==> config.mk <==
export PLATFORM = sky130hd
export DESIGN_NAME = simd_mac_scheduler
export DESIGN_NICKNAME = d
export VERILOG_FILES = /design/src/rtl/simd_mac_scheduler.sv
export SDC_FILE = /design/constraint.sdc
export NUM_CORES = 1
export LEC_CHECK = 0
export CORE_MARGIN = 2
export CORE_UTILIZATION = 38
export DETAILED_ROUTE_END_ITERATION = 6
export GPL_TIMING_DRIVEN = 0
export PLACE_DENSITY = 0.74
export SYNTH_ARGS = -nofsm -noshare
export SYNTH_HDL_FRONTEND = slang
export SYNTH_SLANG_ARGS = --single-unit
==> constraint.sdc <==
create_clock -name clk -period 1.7 [get_ports clk]
set_input_delay 0.255 -clock clk [delete_from_list [all_inputs] [get_ports clk]]
set_output_delay 0.255 -clock clk [all_outputs]
set_load 0.05 [all_outputs]
==> src/rtl/simd_mac_scheduler.sv <==
// simd_mac_scheduler: single-job sequencer for the SIMD multiprecision MAC.
// It accepts one job, clears the accumulator, streams the operand beats,
// waits out the pipeline latency, then holds the result until it is taken.
module simd_mac_scheduler #(
    parameter int unsigned LEN_W    = 8,
    parameter int unsigned PIPE_LAT = 3
) (
    input  logic             clk,
    input  logic             rst_n,
    input  logic             job_valid,
    output logic             job_ready,
    input  logic [1:0]       job_mode,
    input  logic [LEN_W-1:0] job_len,
    input  logic             op_valid,
    output logic             op_ready,
    input  logic [15:0]      op_a,
    input  logic [15:0]      op_b,
    input  logic [15:0]      op_c,
    output logic [1:0]       mac_sel,
    output logic             mac_clr,
    output logic             mac_en,
    output logic [15:0]      mac_a,
    output logic [15:0]      mac_b,
    output logic [15:0]      mac_c,
    input  logic [15:0]      mac_out,
    output logic             res_valid,
    input  logic             res_ready,
    output logic [15:0]      res_data,
    output logic [1:0]       res_mode,
    output logic             res_err,
    output logic             busy
);

    localparam int unsigned DRAIN_W  = (PIPE_LAT == 0) ? 1 : $clog2(PIPE_LAT + 1);
    localparam logic [1:0]  MODE_ILL = 2'd3;

    typedef enum logic [2:0] {
        S_IDLE   = 3'd0,
        S_CLEAR  = 3'd1,
        S_STREAM = 3'd2,
        S_DRAIN  = 3'd3,
        S_DONE   = 3'd4
    } state_t;

    state_t             state;
    state_t             state_nx;
    logic [LEN_W-1:0]   beat_cnt;
    logic [LEN_W-1:0]   beat_cnt_nx;
    logic [DRAIN_W-1:0] drain_cnt;
    logic [DRAIN_W-1:0] drain_cnt_nx;
    logic               job_hs;
    logic               op_hs;
    logic               drain_last;

    // Status and handshake strobes decoded straight from the state register.
    assign job_ready  = (state == S_IDLE);
    assign op_ready   = (state == S_STREAM);
    assign res_valid  = (state == S_DONE);
    assign busy       = (state != S_IDLE);
    assign mac_clr    = (state == S_IDLE) || (state == S_CLEAR);
    assign job_hs     = job_valid && job_ready;
    assign op_hs      = op_valid && op_ready;
    assign drain_last = (state == S_DRAIN) && (drain_cnt == '0);

    // State and counter registers.
    always_ff @(posedge clk or negedge rst_n) begin
        if (!rst_n) begin
            state     <= S_IDLE;
            beat_cnt  <= '0;
            drain_cnt <= '0;
        end else begin
            state     <= state_nx;
            beat_cnt  <= beat_cnt_nx;
            drain_cnt <= drain_cnt_nx;
        end
    end

    // Next-state and counter update; the beat count is taken at acceptance
    // and tested in CLEAR so a zero-length job skips straight to DRAIN.
    always_comb begin
        state_nx     = state;
        beat_cnt_nx  = beat_cnt;
        drain_cnt_nx = drain_cnt;
        case (state)
            S_IDLE: begin
                if (job_hs) begin
                    state_nx    = S_CLEAR;
                    beat_cnt_nx = job_len;
                end
            end
            S_CLEAR: begin
                drain_cnt_nx = DRAIN_W'(PIPE_LAT);
                state_nx     = (beat_cnt == '0) ? S_DRAIN : S_STREAM;
            end
            S_STREAM: begin
                if (op_hs) begin
                    beat_cnt_nx = beat_cnt - LEN_W'(1);
                    if (beat_cnt == LEN_W'(1)) begin
                        state_nx = S_DRAIN;
                    end
                end
            end
            S_DRAIN: begin
                if (drain_cnt == '0) begin
                    state_nx = S_DONE;
                end else begin
                    drain_cnt_nx = drain_cnt - DRAIN_W'(1);
                end
            end
            S_DONE: begin
                if (res_ready) begin
                    state_nx = S_IDLE;
                end
            end
            default: state_nx = S_IDLE;
        endcase
    end

    // Datapath registers: mode select, operand staging, result capture.
    always_ff @(posedge clk or negedge rst_n) begin
        if (!rst_n) begin
            mac_sel  <= '0;
            mac_en   <= 1'b0;
            mac_a    <= '0;
            mac_b    <= '0;
            mac_c    <= '0;
            res_data <= '0;
            res_mode <= '0;
            res_err  <= 1'b0;
        end else begin
            if (job_hs) begin
                mac_sel <= job_mode;
            end
            // Illegal-mode beats are consumed but never reach the datapath.
            mac_en <= op_hs && (mac_sel != MODE_ILL);
            if (op_hs) begin
                mac_a <= op_a;
                mac_b <= op_b;
                mac_c <= op_c;
            end
            if (drain_last) begin
                res_data <= (mac_sel == MODE_ILL) ? 16'h0000 : mac_out;
                res_mode <= mac_sel;
                res_err  <= (mac_sel == MODE_ILL);
            end
        end
    end

endmodule

Yosys cells after proc, flatten, opt, wreduce, memory -nomap -nowiden --
Cells that the tools add are included.
Word-level totals: ROM bits 0, word-level logic and storage cells 53, memories 0, latch bits 0, register bits 83, bits in writable memories 0
Operators by class: shift operators 0, equal/unequal tests 13, reductions and logical operators 14, multiplexer cells 13, order comparisons 0, multipliers 0, divide/modulo/power cells 0, add/subtract/negate cells 2, bitwise operators 0
Operators with widths (count):
- $mux 16 | 1
- $mux 8 | 2
- $pmux 8 s2 | 1
- $mux 3 | 5
- $pmux 3 s5 | 1
- $ne 2x1->1 const B | 5
- $eq 8x1->1 const B | 1
- $logic_not 8->1 | 1
- $sub 8x1->8 const B | 1
- $eq 3x2->1 const B | 2
- $reduce_and 5->1 | 1
- $logic_and 1x1->1 | 4
- $ne 2x2->1 const B | 2
- $pmux 2 s2 | 1
- $reduce_bool 2->1 | 2
- $eq 3x1->1 const B | 1
- $eq 3x3->1 const B | 1
- $logic_not 3->1 | 1
- $reduce_and 3->1 | 1
- $reduce_bool 3->1 | 1
- $eq 2x2->1 const B | 1
- $logic_not 2->1 | 1
- $mux 2 | 1
- $reduce_and 2->1 | 1
- other kinds (3) | 3

Depth between registers and ports, before layout --
word-level depth 4, mapped depth 8, mapped depth without buffers 6

Worst setup path before layout --
OpenSTA, ideal clock, no wires.
kind reg2out, from register state[2], to output busy, arrival time 2.297 ns, data required time 1.445 ns, setup slack -0.852 ns, stages on the path, launching flop included 4, cells stage by stage dfrtp_1 -> clkbuf_1 -> nor3_1 -> inv_1
On the way: longest elaborated chain between the ends 1
Ends and longest elaborated chain:
- from (decl) | RTL line 45 | state_t state;
- from (signal assigned) | RTL line 72 | state <= state_nx;
- $reduce_bool 3->1 | RTL line 59 | assign busy = (state != S_IDLE);
- to (decl) | RTL line 31 | output logic busy
No other way between the ends.

Worst setup path in the final report --
from register state[2], to register mac_c[14]
On the way: longest elaborated chain between the ends 2
Ends and longest elaborated chain:
- $eq 3x2->1 | RTL line 57 | assign op_ready = (state == S_STREAM);
- $logic_and 1x1->1 | RTL line 62 | assign op_hs = op_valid && op_ready;
- to (signal assigned) | RTL line 139 | mac_c <= op_c;
- to (decl) | RTL line 24 | output logic [15:0] mac_c,
No other way between the ends. A chain may end at the register's enable or synchronous reset.

==> impl_results.md <==
- Slew @ Worst Pin: between 500 and 600 ps
- Most frequent cells in the layout: dfrtp_1, clkdlybuf4s50_1, dlygate4sd2_1, mux2_4
- Mapped Cells: 247
- Asr flop ratio synth: 1.00
- Post-synthesis mux area share: 0.187
- First-pass GRT wire length: about 14 mm
- Final setup viols: 49
- GPL Wtd Cong: approximately 0.72
- Initial Util: 0.393
- Global-route congestion overflow total: 0
- Core Area: roughly 8700 um2
- Power, Total: 12.5 mW
- Setup Skew: slightly above 8 ps
- Total clock sinks: between 80 and 90
- Largest family of logic cells by synthesized area: multiplexers
- ANT cells: 0
- Maxcap violations: 0
- H-tree depth: 3
- IO Pins: approximately 150
- DIE AREA: 9780 um2
- Worst endpoint required time: 1920 ps
- Post-synth EDFFs: 0
- Crit Path Max Fanout: 5
- CTS root buffer: clkbuf_8
- Post-Syn Area: about 3400 um2
- Post-layout minimum cycle time: around 1800 ps
- Port Buf Inserts: roughly 150
- Routed Antenna Nets: 0
- Vias in the first global route: approximately 2700
- Post-Synth Adder-Cell Area: 0.0146
- Num CTS Buffers: 9
- HP Class: in -> async
- Final hold vios: 0
- Worst setup margin: -66.4 ps
- Clk buf depth: 2
- TritonCTS clock tree: built
- Compound-gate portion of the synthesized area: 0.100
- Sequential area share after synthesis: 0.607
- Synth warn: 0
- Failing checks: setup timing
- Commonest non-fill, non-tap cell in the layout: dfrtp_1
- Gr usage total: 0.175
- Relative slew slack: 0.655
- Post-DP HPWL: roughly 6 mm
- Dpl cells: 509
- Fin crit share: 1.04
- Routed vias: 2681
- Pwr dens: between 2000 and 2500 nW/um2
- Reg clk slew, reported paths: 80 ps
- Crit end category: flip-flop
- Die H: between 90 and 100 um
- DR vias/cell: 4.96
- DRC errors left: 0
- Number of detailed-route iterations in the first pass: 4
- XOR/XNOR Fraction of Synth Area: 0
- Starting DRT DRC Count: between 40 and 50
- Avg Inst Size Synth: about 14 um2
- Fin nets: 512
- Die Width: just under 100 um
- RSZ-0062 raised after global routing: true
- Std-Cell Rows: 34
- Largest net degree at the start of global routing: between 60 and 70
- Antenna violations before repair: 0
- Max VDD drop: about 1 mV
- Final Max Tran Viols: 0
- Highest Clock Rate: between 500 and 600 MHz
- Wire length per cell: around 16 um
- Fin cells: between 500 and 600
- Synth Flop Type: dfrtp_1
- Final WL: between 8 and 9 mm
- Synth Area in Simple Gates: 0.0497
- Synth Net Count: 330
- Synth-to-layout area growth: 66.7%
- WP data arrival: ~2000 ps
- Leakage power: ~2.7 nW
- Status: finished, violations left
- Crit start category: flip-flop
- Yosys cell types: 37
- Share of cells above drive strength 1: 0.285
- Clk Latency, worst-skew pair: between 300 and 400 ps
- Synthesized flop and latch total: 83
- Worst Setup Path Type: reg -> reg
## cell usage after synthesis, types with 2 or more instances
library cell	number	area, um2
dfrtp_1	83	2080
clkbuf_1	5	18.8
o32ai_1	2	17.5
a211oi_1	2	15.0
o21ai_0	9	45.0
a21oi_1	17	85.1
buf_2	2	10.0
mux2_4	9	135
buf_4	5	37.5
nor2_1	6	22.5
ha_1	4	50.1
inv_1	10	37.5
nor3_1	7	35.0
nor4_1	2	12.5
mux2i_1	2	20.0
nand2_1	4	15.0
a22o_1	16	140
mux2_2	43	484
## state kept, by name, indices dropped and copies added (netlist names)
name,flops
beat_cnt,8
drain_cnt,2
mac_a,16
mac_b,16
mac_c,16
mac_en,1
mac_sel,2
res_data,16
res_err,1
res_mode,2
state,3
## critical path: stages, from the launching register on
cell and delay, ps:
dfrtp_1 390, or3b_4 430, clkinv_4 80, and2_4 180
buf_12 140, clkbuf_16 150, mux2_4 290
## where the power goes
part	internal, mW	switching, mW	total, mW
clock	1.01	0.685	1.69
combinational	2.73	4.58	7.31
sequential	2.94	0.589	3.53
total	6.67	5.85	12.5
## final timing paths
path / start / endpoint / slack [ps] / cells after the start
max reg2reg: state[2]$_DFFE_PN0P_ / mac_c[14]$_DFFE_PN0P_ / -70 / 6
max: state[2]$_DFFE_PN0P_ / mac_c[14]$_DFFE_PN0P_ / -70 / 6
min reg2reg: drain_cnt[0]$_DFFE_PN0P_ / drain_cnt[0]$_DFFE_PN0P_ / 480 / 1
min: rst_n / mac_a[11]$_DFFE_PN0P_ / 340 / 2
max in group asynchronous: rst_n / state[0]$_DFFE_PN0P_ / 740 / 3
min in group clk: drain_cnt[0]$_DFFE_PN0P_ / drain_cnt[0]$_DFFE_PN0P_ / 480 / 1
## stage by stage
stage	area [um2]	utilization	hold WS [ps]	setup TNS (ps)	setup WS, ps
after global placement	5120	0.587	453	-223810	-2880
after CTS	5580	0.640	334	-1720	-113
after global routing	5710	0.654	354	-3880	-109
after floorplan	3450	-	-40.6	-1920	-96.4
after detailed placement	5140	0.590	169	-11920	-523
final	5710	0.654	339	-1620	-66.4
## kinds of logic (layout without fill, tap and decap cells)
kind of cell / Yosys count / after routing
AND/OR/NAND/NOR: 30 / 30
buffers and inverters: 25 / 210
flip-flops: 83 / 83
adder cells (fa/ha/maj): 4 / 4
AO/OA/AOI/OAI: 51 / 51
multiplexers: 54 / 54
## layer usage
layer,global-route usage,vias to the layer above,share of wire
met2,0.269,99,0.48
met1,0.248,1314,0.44
li1,-,1259,-
met4,0.0485,0,0.010
met5,0,-,0
met3,0.0426,9,0.067
## timing repair
item,CTS,global route
pin swaps,2,1
cloned,1,2
resized for setup,153,27
buffers inserted,9,9
hold endpoints to repair,21,0
hold buffers,1,0
setup endpoints to repair,145,73
## cell type report
cell class,count,area (um2)
clock buffer,10,138
inverter,11,46.3
buffer,9,103
fill,664,3010
clock inverter,4,98.8
tap,108,135
multi-input combinational,139,1380
timing repair buffer,176,1720
sequential,83,2080
No activity file was read; power rests on OpenSTA's default activity.
